`src/rtl/cam_dvp_pkg.sv`:
```
// Shared definitions for the camera parallel pixel port: pattern codes and colour-bar bytes.
// Used by the sensor emulator and by the capture side.
package cam_dvp_pkg;

    typedef logic [1:0] pattern_t;

    localparam pattern_t PAT_COUNT = 2'd0;
    localparam pattern_t PAT_BARS  = 2'd1;
    localparam pattern_t PAT_ROWS  = 2'd2;
    localparam pattern_t PAT_CHECK = 2'd3;

    // Index 0 is the leftmost bar: FF, E0, 1C, 03, FC, 1F, E3, 00.
    localparam logic [7:0][7:0] BAR_TABLE = {
        8'h00, 8'hE3, 8'h1F, 8'hFC, 8'h03, 8'h1C, 8'hE0, 8'hFF
    };

    function automatic logic [7:0] bar_byte(input logic [2:0] idx);
        return BAR_TABLE[idx];
    endfunction

endpackage

```
`src/rtl/cam_pattern_gen.sv`:
```
// Combinational test-pattern byte select from the pattern code, horizontal byte
// position, active row and colour-bar index.
module cam_pattern_gen
    import cam_dvp_pkg::*;
(
    input  logic [1:0] pattern,
    input  logic [7:0] h_byte,
    input  logic [7:0] row,
    input  logic [2:0] bar,
    output logic [7:0] pixel
);

    always_comb begin
        pixel = 8'h00;
        case (pattern)
            PAT_COUNT: pixel = h_byte;
            PAT_BARS:  pixel = bar_byte(bar);
            PAT_ROWS:  pixel = row;
            default:   pixel = (h_byte[4] ^ row[4]) ? 8'hFF : 8'h00;
        endcase
    end

endmodule

```
`src/rtl/cam_sensor_emu.sv`:
```
// Camera sensor parallel-port emulator: Pclk = clk/2, frame/line timing and a
// selectable test pattern; all non-Pclk state advances on Pclk falling edges.
module cam_sensor_emu
    import cam_dvp_pkg::*;
#(
    parameter int H_ACTIVE    = 1280,
    parameter int H_BLANK     = 288,
    parameter int VSYNC_LINES = 3,
    parameter int V_BACK      = 17,
    parameter int V_ACTIVE    = 480,
    parameter int V_FRONT     = 10,
    parameter int BAR_W       = 160
) (
    input  logic       clk,
    input  logic       rst,
    input  logic       en,
    input  logic [1:0] pattern_sel,
    output logic       Pclk,
    output logic       Vsync,
    output logic       Href,
    output logic [7:0] Imagen,
    output logic       frame_done
);

    localparam int H_TOTAL     = H_ACTIVE + H_BLANK;
    localparam int V_TOTAL     = VSYNC_LINES + V_BACK + V_ACTIVE + V_FRONT;
    localparam int H_W         = $clog2(H_TOTAL);
    localparam int V_W         = $clog2(V_TOTAL);
    localparam int V_ACT_START = VSYNC_LINES + V_BACK;
    localparam int V_ACT_END   = V_ACT_START + V_ACTIVE;
    localparam int BW_W        = (BAR_W > 1) ? $clog2(BAR_W) : 1;

    localparam logic ST_IDLE = 1'b0;
    localparam logic ST_RUN  = 1'b1;

    logic            pclk_reg;
    logic            state_reg, state_next;
    logic [H_W-1:0]  h_reg, h_next;
    logic [V_W-1:0]  v_reg, v_next;
    logic [2:0]      bar_reg, bar_next;
    logic [BW_W-1:0] bar_pos_reg, bar_pos_next;
    logic [1:0]      pattern_reg, pattern_next;
    logic            vsync_reg, vsync_next;
    logic            href_reg, href_next;
    logic [7:0]      imagen_reg, imagen_next;
    logic            frame_done_reg, done_next;

    logic            h_last, v_last;
    logic            run_next;
    logic [7:0]      h_byte, row_byte, pixel;

    assign h_last = (h_reg == H_W'(H_TOTAL - 1));
    assign v_last = (v_reg == V_W'(V_TOTAL - 1));

    always_comb begin
        state_next   = state_reg;
        h_next       = h_reg;
        v_next       = v_reg;
        pattern_next = pattern_reg;
        done_next    = 1'b0;
        case (state_reg)
            ST_IDLE: begin
                if (en) begin
                    state_next   = ST_RUN;
                    h_next       = '0;
                    v_next       = '0;
                    pattern_next = pattern_sel;
                end
            end
            default: begin
                if (h_last && v_last) begin
                    done_next = 1'b1;
                    h_next    = '0;
                    v_next    = '0;
                    if (en) begin
                        pattern_next = pattern_sel;
                    end else begin
                        state_next = ST_IDLE;
                    end
                end else if (h_last) begin
                    h_next = '0;
                    v_next = v_reg + 1'b1;
                end else begin
                    h_next = h_reg + 1'b1;
                end
            end
        endcase
    end

    // Bar index tracks the byte about to be presented; restarts with every line.
    always_comb begin
        bar_next     = bar_reg;
        bar_pos_next = bar_pos_reg;
        if (h_next == '0) begin
            bar_next     = 3'd0;
            bar_pos_next = '0;
        end else if (bar_pos_reg == BW_W'(BAR_W - 1)) begin
            bar_next     = bar_reg + 3'd1;
            bar_pos_next = '0;
        end else begin
            bar_pos_next = bar_pos_reg + 1'b1;
        end
    end

    assign run_next   = (state_next == ST_RUN);
    assign vsync_next = run_next && (v_next < V_W'(VSYNC_LINES));
    assign href_next  = run_next
                     && ({1'b0, v_next} >= (V_W + 1)'(V_ACT_START))
                     && ({1'b0, v_next} <  (V_W + 1)'(V_ACT_END))
                     && ({1'b0, h_next} <  (H_W + 1)'(H_ACTIVE));
    assign h_byte     = 8'(h_next);
    assign row_byte   = 8'(v_next - V_W'(V_ACT_START));

    cam_pattern_gen u_pattern_gen (
        .pattern (pattern_next),
        .h_byte  (h_byte),
        .row     (row_byte),
        .bar     (bar_next),
        .pixel   (pixel)
    );

    assign imagen_next = href_next ? pixel : 8'h00;

    always_ff @(posedge clk) begin
        if (rst) begin
            pclk_reg       <= 1'b0;
            state_reg      <= ST_IDLE;
            h_reg          <= '0;
            v_reg          <= '0;
            bar_reg        <= '0;
            bar_pos_reg    <= '0;
            pattern_reg    <= '0;
            vsync_reg      <= 1'b0;
            href_reg       <= 1'b0;
            imagen_reg     <= 8'h00;
            frame_done_reg <= 1'b0;
        end else begin
            pclk_reg       <= ~pclk_reg;
            frame_done_reg <= 1'b0;
            // pclk_reg high means this edge drives Pclk low: the update edge.
            if (pclk_reg) begin
                state_reg      <= state_next;
                h_reg          <= h_next;
                v_reg          <= v_next;
                bar_reg        <= bar_next;
                bar_pos_reg    <= bar_pos_next;
                pattern_reg    <= pattern_next;
                vsync_reg      <= vsync_next;
                href_reg       <= href_next;
                imagen_reg     <= imagen_next;
                frame_done_reg <= done_next;
            end
        end
    end

    assign Pclk       = pclk_reg;
    assign Vsync      = vsync_reg;
    assign Href       = href_reg;
    assign Imagen     = imagen_reg;
    assign frame_done = frame_done_reg;

endmodule

```
`config.mk`:
```
export PLATFORM = sky130hd
export DESIGN_NAME = cam_sensor_emu
export DESIGN_NICKNAME = d
export VERILOG_FILES = /design/src/rtl/cam_dvp_pkg.sv /design/src/rtl/cam_pattern_gen.sv /design/src/rtl/cam_sensor_emu.sv
export SDC_FILE = /design/constraint.sdc
export NUM_CORES = 1
export LEC_CHECK = 0
export ABC_AREA = 1
export ABC_CLOCK_PERIOD_IN_PS = 3000
export CAP_MARGIN = 5
export CORE_UTILIZATION = 60
export DETAILED_ROUTE_END_ITERATION = 7
export HOLD_SLACK_MARGIN = 0.1
export PLACE_DENSITY = 0.89
export SLEW_MARGIN = 20
export SYNTH_ARGS = -nofsm -noshare
export SYNTH_HDL_FRONTEND = slang
export SYNTH_SLANG_ARGS = --single-unit
export TNS_END_PERCENT = 5
```
`constraint.sdc`:
```
create_clock -name clk -period 3 [get_ports clk]
set_input_delay 0.45 -clock clk [delete_from_list [all_inputs] [get_ports clk]]
set_output_delay 0.45 -clock clk [all_outputs]
set_load 0.01 [all_outputs]
```
==> results of run 1 <==
metrics by stage:
step / instance area, um^2 / total power [uW]
6_report: 3417 / 1265
5_1_grt: 3417 / 1310
4_1_cts: 3410 / 1264
3_5_place_dp: 3303 / 812.9
3_3_place_gp: 3303 / 809.9
2_1_floorplan: 3085 / 769.5
power groups by stage:
stage                     registers (uW)  clock network (uW)  logic [uW]
after detailed placement             647                   0         166
final                                632                 463         169
after global routing                 634                 487         189
after floorplan                      645                   0         124
after CTS                            632                 464         168
after global placement               646                   0         164
kinds of logic after synthesis:
group | after synthesis | synth area share
adders and majority gates | 7 | 0.02838
xor gates and xnor gates | 14 | 0.03974
DFF | 46 | 0.2985
buffers and inverters | 76 | 0.09854
AOI/OAI and AO/OA | 66 | 0.1371
and+or+nand+nor | 276 | 0.3978
area by class of cell:
cell class,instances,area [um^2],share of cell area
Clock buffer,7,76.32,0.02234
Clock inverter,1,30.03,0.008788
Inverter,68,255.2,0.07470
Multi-Input combinational cell,363,1868,0.5467
Sequential cell,46,920.9,0.2695
Tap cell,67,83.83,0.02453
Timing Repair Buffer,19,182.7,0.05346
worst paths after layout:
check	endpoint	slack, ns	cells past startpoint
setup / recovery	Imagen[2]	0.27	18
hold reg to reg	Imagen[7]	0.45	2
hold / removal	Imagen[7]	0.45	2
setup reg to reg	Imagen[2]	0.27	18
synthesized netlist by cell type (2+ instances only):
cell type and count:
nand2_1 155, inv_1 62, dfxtp_1 46, nor2_1 42, nand3_1 40, o22ai_1 23, o21ai_0 19, xor2_1 12
nand2_2 9, nor3_1 8, ha_1 7, inv_2 6, clkbuf_1 5, nor2_2 5, a21oi_1 4, nand2_4 4
nand4_1 4, o21ai_1 4, a211oi_1 3, a21oi_2 3, nor2_4 3, a21boi_0 2, buf_6 2, nand3_2 2
o21ai_4 2, or2_2 2, xnor2_1 2
worst max-delay path: cells and delay by family, from the launching register on:
family / cells / cell delay (ns)
compound gates: 2 / 0.30
fa+ha+maj: 2 / 0.45
buf+inv: 2 / 0.19
flops: 1 / 0.43
simple gates: 12 / 1.31
what timing repair did:
item / 4_1_cts / 5_1_grt
buffers inserted: 0 / 0
hold buffers: 0 / 0
setup endpoints to repair: 0 / 7
gates resized for setup: 0 / 1
layer usage:
layer	GRT usage	part of all wire	vias up
li1	-	-	1595
met1	0.4169	0.47	1415
met2	0.4852	0.44	127
met3	0.04801	0.070	12
met4	0.07479	0.012	0
met5	0	0	-
layout by cell type (no fill, tap or decap), types with 5 or more instances in the layout:
cell | synthesis | final
o21ai_0 | 19 | 19
clkbuf_8 | 0 | 5
nor2_2 | 5 | 5
ha_1 | 7 | 7
inv_1 | 62 | 62
nor2_1 | 42 | 42
o22ai_1 | 23 | 23
xor2_1 | 12 | 12
nor3_1 | 8 | 8
nand2_1 | 155 | 155
clkdlybuf4s50_1 | 0 | 16
nand3_1 | 40 | 40
nand2_2 | 9 | 9
dfxtp_1 | 46 | 46
inv_2 | 6 | 6
==> summary.txt, run 1 <==
Outcome
  • Outcome: finished, final reports clean

Drt
  • Avg Vias per Cell: 5.515
  • Wire length after detailed routing: 7.560 mm
  • Avg WL per Cell: 13.24 um
  • Iter 0 DRT Violations: 292
  • Total iterations of the first detailed-routing run: 5
  • Count of unresolved DRC violations after routing: 0
  • Post-detailed-route count of antenna-violating nets: 0
  • Vias: 3149

Clocking
  • Insertion delay of the later-clocked pin in the worst-skew pair: 0.30 ns
  • Clk sink count: 46
  • Root cell of the clock tree: clkbuf_8
  • H-tree depth: 2
  • Clock-pin slew reported for the worst setup and hold paths after clock tree synthesis: 0.09 ns
  • Clock tree buffer depth: 2
  • Cts bufs inserted: 5
  • CTS tree: yes

Power and ir drop
  • Clk pwr share: 0.366
  • Power per Cell Area: 370.1 nW/um^2
  • Largest voltage drop on the vdd net: 0.3140 mV
  • Gate power share: 0.134
  • Switching portion of total power: 0.2671
  • P_leak: 0.001477 uW
  • Cell-internal power: 927.0 uW
  • Switching power: 337.8 uW
  • Share of power burned in registers: 0.500

Floorplan
  • Total die area: 5433 um^2
  • Placement Rows: 25
  • Die height: 73.71 um
  • Core box area: 4848 um^2
  • Initial Util: 0.6364
  • Number of top-level pins: 17
  • Die Width: 73.71 um

Critical path
  • Required time worst endpoint: 3.25 ns
  • Crit Path Class: reg -> reg
  • Worst path slowest cell: dfxtp_1
  • Critical-path cell list: ha_1 > nand2_2 > nor2_4 > inv_1 > nor2_2 > nand2_2 > nand2_4 > inv_2 > a21oi_4 > ha_1 > nand3_1 > nor2_1 > a21oi_1 > nand2_1 > nand2_2 > nor2_4 > nand2_1 > nand2_1
  • Type of element launching the critical path: register
  • Launching element of the worst setup path: h_reg[0]
  • Reg-to-reg critical path startpoint: h_reg[0]
  • Data arrival time of the critical path: 2.98 ns
  • Top fanout value on the critical path: 9
  • Nature of the critical path endpoint: register
  • Delay of the slowest cell on the worst path: 0.43 ns

Yosys
  • Synth Warn #: 0
  • Primary flip-flop cell chosen by synthesis mapping: dfxtp_1
  • Post-synth top area cell: dfxtp_1
  • Mapped Area: 3085 um^2
  • Post-synth top area share: 0.2985
  • Number of synthesized register bits: 46
  • Netlist cell types: 36
  • Portion of the post-synthesis area used by sequential elements: 0.2985
  • Number of synthesized flops with an enable pin: 0
  • Number of nets in the synthesized netlist: 497
  • Largest cells by area after synthesis: dfxtp_1, nand2_1, inv_1, nand3_1, nor2_1
  • Share of flip-flops with an asynchronous set or reset after synthesis: 0
  • Cells after Synth: 485
  • Mean area per synthesized cell: 6.362 um^2

Timing
  • Final sum of negative setup slack: 0 ns
  • Shortest period the worst path allows: 2.731 ns
  • Total setup violations reported at the end of the flow: 0
  • Final slew viol count: 0
  • Fraction of the cycle the final worst path needs: 0.9103
  • Measured slew at the worst slew-check pin: 0.8977 ns
  • Peak clock frequency supported by timing: 366.2 MHz
  • Worst hold slack: 0.4532 ns
  • Final hold violations: 0
  • Setup skew after layout: 0.01370 ns
  • Tightest slew margin relative to the limit: 0.4009
  • Final worst-path setup slack: 0.2692 ns

Final layout
  • Proportion of layout cells with a drive suffix above 1: 0.09325
  • Flip-flop count of the largest register, all copies and words added: 11
  • Number of standard cells in the final layout excluding fillers: 571
  • Ant. Diodes: 0
  • Area Overhead vs Synth: 10.75%
  • Number of fillers in the final layout: 404
  • Net total in the final layout: 515
  • Final core area utilization: 0.7048

Global route
  • Largest net degree at the start of global routing: 27
  • Overflow after GRT: 0
  • Number of global-route vias before repair: 2758
  • Total GRT Usage: 0.3007
  • Global-route wire length before repair: 12.61 mm
  • Antenna violations before repair: 0

Placed design
  • Global placement routability congestion: 0.9180
  • # placed instances: 563
  • # port buffers: 16
  • Placement Setup Slack: 0.1695 ns
  • HPWL after detailed placement: 5.699 mm

Hold path
  • Kind of path behind the tightest hold check: reg -> reg
  • Hold wc startpoint: Imagen[7]

Run
  • MaxCap Viol Count: 0
Note: power is estimated with default switching activity, not from simulation.
==> inputs of run 2 (changes only) <==
- ABC_CLOCK_PERIOD_IN_PS: 3000 -> 3500
- CORE_UTILIZATION: 60 -> 65
- PLACE_DENSITY: 0.89 -> 0.95
- clock period: 3 -> 3.5 ns (I/O delays scaled with it)
==> run 2 against run 1 <==
Against the previous run: clock-buffer cell count decreased by 2; first-iteration DRC count up 73%; flip-flop and latch count unchanged; via count rose by 2.3%; sequential share of layout area increased by 0.28 points; combinational power decreased by 15%; global-route usage increased by 4.2 points; register-to-register slack improved by 0.43 ns; die area fell by 7.5%; critical endpoint is now Imagen[4]; highest routed layer unchanged.
==> summary.txt, run 2 (same netlist as run 1, synthesis figures left out) <==
Outcome
  • Outcome: finished, final reports clean

Placed design
  • Area after DPL: 3269 um^2 (-1.0%)
  • Placement Setup Slack: 0.5523 ns (+0.3828 ns)
  • HPWL after detailed placement: 5.812 mm (+2.0%)
  • Global placement routability congestion: 0.9393 (+2.3%)
  • # port buffers: 16 (unchanged)

Floorplan
  • Die Width: 70.90 um (-3.8%)
  • Die height: 70.90 um (-3.8%)
  • Initial Util: 0.6943 (+0.05787)
  • Number of top-level pins: 17 (unchanged)
  • Placement Rows: 24 (-4.0%)
  • Total die area: 5026 um^2 (-7.5%)
  • Core box area: 4444 um^2 (-8.3%)

Clocking
  • Root cell of the clock tree: clkbuf_8
  • CTS tree: yes
  • Cts bufs inserted: 5 (unchanged)
  • Clock tree buffer depth: 2 (unchanged)
  • H-tree depth: 2 (unchanged)
  • Post-CTS setup-driven buffer insertion count: 0 (unchanged)
  • Clk sink count: 46 (unchanged)
  • Insertion delay of the later-clocked pin in the worst-skew pair: 0.32 ns (+0.02 ns)
  • Number of gates resized after cts: 0 (unchanged)
  • Post-CTS Hold Buffers: 0 (unchanged)
  • Clock-pin slew reported for the worst setup and hold paths after clock tree synthesis: 0.09 ns (about the same)

Critical path
  • Critical register-to-register path endpoint: Imagen[4]
  • Required time worst endpoint: 3.76 ns (+0.51 ns)
  • Data arrival time of the critical path: 3.06 ns (+0.08 ns)
  • Register-to-Register Path Depth: 18 (unchanged)
  • Crit Path Class: reg -> reg
  • Type of element launching the critical path: register
  • Top fanout value on the critical path: 9 (unchanged)
  • Nature of the critical path endpoint: register
  • Reg-to-reg critical path startpoint: h_reg[0]
  • Reg2Reg Setup Slack: 0.70 ns (+0.43 ns)

Final layout
  • Area Overhead vs Synth: 9.611%
  • Flip-flop count of the largest register, all copies and words added: 11 (unchanged)
  • Ant. Diodes: 0 (unchanged)
  • Most used cells in the layout excluding fill and tap cells: nand2_1, inv_1, dfxtp_1
  • Proportion of layout cells with a drive suffix above 1: 0.09363 (+0.0003715)
  • Number of fillers in the final layout: 331 (-18%)
  • Net total in the final layout: 513 (-0.39%)
  • Commonest non-fill, non-tap cell in the layout: nand2_1
  • Final non-filler cell area: 3382 um^2 (-1.0%)

Run
  • MaxCap Viol Count: 0 (unchanged)

Hold path
  • Worst hold path stage count: 2 (unchanged)
  • Kind of path behind the tightest hold check: reg -> reg
  • Hold wc startpoint: Imagen[5]
  • WHS Endpoint: Imagen[5]

Global route
  • Antenna violations before repair: 0 (unchanged)
  • Number of global-route vias before repair: 3033 (+10%)
  • Global-route wire length before repair: 13.70 mm (+8.6%)
  • Largest net degree at the start of global routing: 27 (unchanged)
  • Overflow after GRT: 0 (unchanged)
  • Total GRT Usage: 0.3429 (+0.04223)

Timing
  • Worst hold slack: 0.4587 ns (+0.005441 ns)
  • Fraction of the cycle the final worst path needs: 0.8002 (-0.1101)
  • Unrepaired setup endpoints after global routing: false
  • Setup skew after layout: 0.007040 ns (-0.006660 ns)
  • Final slew viol count: 0 (unchanged)
  • Shortest period the worst path allows: 2.801 ns (+0.06993 ns)
  • Tightest slew margin relative to the limit: 0.4184 (+0.01756)
  • Total setup violations reported at the end of the flow: 0 (unchanged)
  • Final sum of negative setup slack: 0 ns (unchanged)
  • Final worst-path setup slack: 0.6993 ns (+0.4301 ns)
  • Measured slew at the worst slew-check pin: 0.8714 ns (-0.02631 ns)
  • Peak clock frequency supported by timing: 357.0 MHz (-2.5%)
  • Final hold violations: 0 (unchanged)

Drt
  • Wire length after detailed routing: 8.024 mm (+6.1%)
  • Vias: 3223 (+2.3%)
  • Total iterations of the first detailed-routing run: 5 (unchanged)
  • Avg Vias per Cell: 5.818 (+5.5%)
  • Post-detailed-route count of antenna-violating nets: 0 (unchanged)
  • Avg WL per Cell: 14.48 um (+9.4%)
  • Iter 0 DRT Violations: 505 (+73%)
  • Count of unresolved DRC violations after routing: 0 (unchanged)

Power and ir drop
  • P_leak: 0.001471 uW (-0.41%)
  • Power, Total: 1109 uW (-12%)
  • Power per Cell Area: 327.9 nW/um^2 (-11%)
  • Largest voltage drop on the vdd net: 0.3136 mV (-0.12%)
-- run 2: how the worst max path moves through the flow --
stage               cells past startpoint        end      from  slack (ns)
floorplan                              18  Imagen[0]  h_reg[0]        1.22
global placement                       17  Imagen[7]        en        0.69
detailed placement                     17  Imagen[6]        en        0.55
CTS                                    18  Imagen[4]  h_reg[0]        0.76
global route                           18  Imagen[4]  h_reg[0]        0.48
finish                                 18  Imagen[4]  h_reg[0]        0.70
-- run 2: stage by stage --
step,utilization,instances
2_1_floorplan,-,485
3_3_place_gp,0.7356,546
3_5_place_dp,0.7356,546
4_1_cts,0.7610,554
5_1_grt,0.7610,554
6_report,0.7610,554
-- run 2: power by group --
| group | switching (uW) | total (uW) | internal (uW) |
|---|---|---|---|
| clock | 206 | 420 | 214 |
| combinational | 99.2 | 144 | 44.9 |
| sequential | 10.1 | 544 | 534 |
-- run 2: worst max-delay path: stages, from the launching register on --
cell	delay (ns)
dfxtp_1	0.44
ha_1	0.26
nand2_2	0.13
nor2_4	0.14
inv_1	0.07
nor2_2	0.15
nand2_2	0.09
nand2_4	0.11
inv_2	0.11
a21oi_2	0.26
ha_1	0.19
nand3_1	0.07
nor2_1	0.14
a21oi_1	0.09
nand2_1	0.10
nand2_2	0.07
nor2_4	0.17
nand2_1	0.09
nand2_1	0.06
-- run 2: cell type report --
type                       count  area, um^2  area share
clock buffer                   5       68.82     0.02035
clock inverter                 3       43.79     0.01295
inverter                      68       255.2     0.07547
multi-input combinational    363        1861      0.5501
sequential                    46       920.9      0.2723
tap                           52       65.06     0.01924
timing repair buffer          17       167.7     0.04957
-- run 2: metal layers --
layer | up-vias | GRT usage | wire length (um)
met3 | 24 | 0.07692 | 760
met2 | 170 | 0.5374 | 3668
met4 | 0 | 0.1578 | 180
li1 | 1586 | - | -
met1 | 1443 | 0.4512 | 3414
met5 | - | 0 | 0
==> inputs of run 3 (changes only) <==
- ABC_CLOCK_PERIOD_IN_PS: 3500 -> 2890
- CORE_UTILIZATION: 65 -> 60
- PLACE_DENSITY: 0.95 -> 0.89
- clock period: 3.5 -> 2.89 ns (I/O delays scaled with it)
==> run 3 against run 2 <==
Against the previous run: highest routed layer unchanged; first-iteration DRC count shrank 27%; via count grew 0.90%; routed wire length about the same; critical endpoint is now Imagen[7]; sequential share of layout area down 0.66 points; hold slack is essentially flat; clock power is 20% higher; largest cell class unchanged.
==> summary.txt, run 3 (same netlist as run 1, synthesis figures left out) <==
Outcome
  • Outcome: finished, final reports clean

Timing
  • Final sum of negative setup slack: 0 ns (unchanged)
  • Unrepaired setup endpoints after global routing: false
  • Measured slew at the worst slew-check pin: 0.7314 ns (-0.1400 ns)
  • Final hold violations: 0 (unchanged)
  • Total setup violations reported at the end of the flow: 0 (unchanged)
  • Shortest period the worst path allows: 2.571 ns (-0.2297 ns)
  • Fraction of the cycle the final worst path needs: 0.8896 (+0.08942)
  • Tightest slew margin relative to the limit: 0.5119 (+0.09345)
  • Setup skew after layout: 0.009203 ns (+0.002164 ns)
  • Peak clock frequency supported by timing: 388.9 MHz (+8.9%)
  • Final slew viol count: 0 (unchanged)

Drt
  • Post-detailed-route count of antenna-violating nets: 0 (unchanged)
  • Vias: 3252 (+0.90%)
  • Iter 0 DRT Violations: 367 (-27%)
  • Avg Vias per Cell: 5.656 (-2.8%)
  • Wire length after detailed routing: 8.016 mm (about the same)
  • Total iterations of the first detailed-routing run: 6 (+1)
  • Avg WL per Cell: 13.94 um (-3.7%)
  • Count of unresolved DRC violations after routing: 0 (unchanged)

Final layout
  • Proportion of layout cells with a drive suffix above 1: 0.1102 (+0.01661)
  • Net total in the final layout: 520 (+1.4%)
  • Most used cells in the layout excluding fill and tap cells: nand2_1, inv_1, dfxtp_1
  • Final core area utilization: 0.7169 (-0.04408)
  • Flip-flop count of the largest register, all copies and words added: 11 (unchanged)
  • Area Overhead vs Synth: 12.65%
  • Commonest non-fill, non-tap cell in the layout: nand2_1
  • Ant. Diodes: 0 (unchanged)

Critical path
  • Required time worst endpoint: 3.14 ns (-0.62 ns)
  • Crit Path Class: reg -> reg
  • Type of element launching the critical path: register
  • Reg2Reg Setup Slack: 0.32 ns (-0.38 ns)
  • Top fanout value on the critical path: 9 (unchanged)
  • Nature of the critical path endpoint: register
  • Data arrival time of the critical path: 2.82 ns (-0.24 ns)
  • Reg-to-reg critical path startpoint: h_reg[0]
  • Launching element of the worst setup path: h_reg[0]

Clocking
  • Root cell of the clock tree: clkbuf_8
  • Cts bufs inserted: 5 (unchanged)
  • Clock tree buffer depth: 2 (unchanged)
  • Insertion delay of the later-clocked pin in the worst-skew pair: 0.30 ns (-0.02 ns)
  • CTS tree: yes
  • Post-CTS Hold Buffers: 0 (unchanged)
  • Clock-pin slew reported for the worst setup and hold paths after clock tree synthesis: 0.09 ns (about the same)
  • Clk sink count: 46 (unchanged)
  • H-tree depth: 2 (unchanged)

Floorplan
  • Initial Util: 0.6364 (-0.05787)
  • Total die area: 5433 um^2 (+8.1%)
  • Core box area: 4848 um^2 (+9.1%)
  • Die height: 73.71 um (+4.0%)
  • Die Width: 73.71 um (+4.0%)
  • Placement Rows: 25 (+4.2%)
  • Number of top-level pins: 17 (unchanged)

Global route
  • Overflow after GRT: 0 (unchanged)
  • Global-route wire length before repair: 12.96 mm (-5.4%)
  • Number of global-route vias before repair: 2916 (-3.9%)
  • Largest net degree at the start of global routing: 27 (unchanged)
  • Total GRT Usage: 0.3110 (-0.03185)
  • Antenna violations before repair: 0 (unchanged)

Placed design
  • # port buffers: 16 (unchanged)
  • HPWL after detailed placement: 5.987 mm (+3.0%)
  • Global placement routability congestion: 0.9352 (-0.44%)

Power and ir drop
  • P_leak: 0.001503 uW (+2.1%)
  • Clk pwr share: 0.375 (-0.004)
  • Switching power: 355.0 uW (+13%)
  • Power per Cell Area: 385.0 nW/um^2 (+17%)
  • Share of power burned in registers: 0.491 (about the same)
  • Gate power share: 0.134 (+0.004)
  • Cell-internal power: 983.1 uW (+24%)
  • Power, Total: 1338 uW (+21%)
  • Switching portion of total power: 0.2653 (-0.01905)
  • Largest voltage drop on the vdd net: 0.3413 mV (+8.8%)

Run
  • MaxCap Viol Count: 0 (unchanged)

Hold path
  • Kind of path behind the tightest hold check: reg -> reg
  • Hold wc startpoint: Imagen[5]
## run 3: cell types whose count changed in the layout (fill, tap and decap cells not counted)
| cell | before | now |
|---|---|---|
| dfxtp_2 | 0 | 2 |
| ha_1 | 7 | 6 |
| clkbuf_8 | 5 | 6 |
| buf_4 | 1 | 8 |
| inv_6 | 1 | 0 |
| a21oi_4 | 0 | 1 |
| a21oi_2 | 3 | 2 |
| ha_4 | 0 | 1 |
| dfxtp_1 | 46 | 44 |
| clkinv_2 | 1 | 0 |
## run 3: final timing paths
check	endpoint	cells after the start
worst max register to register	Imagen[7]	18
worst min register to register	Imagen[5]	2
worst min-delay path	Imagen[5]	2
worst max-delay path	Imagen[7]	18
## run 3: cell type report
type | instances | area (um^2)
multi-input cells | 363 | 1881
fillers | 395 | 1373
flip-flops and latches | 46 | 923.4
inverters | 68 | 255.2
repair buffers | 24 | 220.2
well taps | 67 | 83.83
clock buffers | 6 | 82.58
clock inverters | 1 | 30.03
## run 3: stage by stage
step	setup slack [ns]	hold slack, ns	std cells	cell area, um^2
final	0.3190	0.4590	575	3476
after detailed placement	0.1144	0.4404	566	3326
after floorplan	0.6081	0.4567	485	3085
after global placement	0.2455	0.4385	566	3326
after CTS	0.1550	0.4602	573	3438
after global routing	0.06177	0.4720	575	3476
## run 3: what timing repair did
| item | CTS | global route |
|---|---|---|
| setup endpoints to repair | 0 | 9 |
| gates resized for setup | 0 | 5 |
| setup buffers | 0 | 2 |
## run 3: critical path, cell delays in order, from the launching register on
cell and delay [ns]:
dfxtp_2 0.39, ha_4 0.17, nand2_2 0.10, nor2_4 0.15, inv_1 0.07, nor2_2 0.14, nand2_2 0.09, nand2_4 0.10
inv_2 0.11, a21oi_4 0.19, ha_1 0.18, nand3_1 0.08, nor2_1 0.14, a21oi_1 0.10, nand2_1 0.10, nand2_2 0.08
nor2_4 0.20, nand2_1 0.07, nand2_1 0.07
## run 3: routing by layer
layer / global-route usage / up-vias / wire length [um]
met3: 0.06447 / 27 / 604
met1: 0.3985 / 1481 / 3462
met5: 0 / - / 0
li1: - / 1598 / -
met2: 0.5117 / 146 / 3771
met4: 0.1175 / 0 / 178
## run 3: power groups by stage
| stage | Clock (uW) | Combinational (uW) | Sequential (uW) |
|---|---|---|---|
| floorplan | 0 | 129 | 670 |
| global placement | 0 | 172 | 670 |
| detailed placement | 0 | 174 | 672 |
| CTS | 498 | 176 | 657 |
| global route | 528 | 197 | 658 |
| finish | 502 | 179 | 657 |
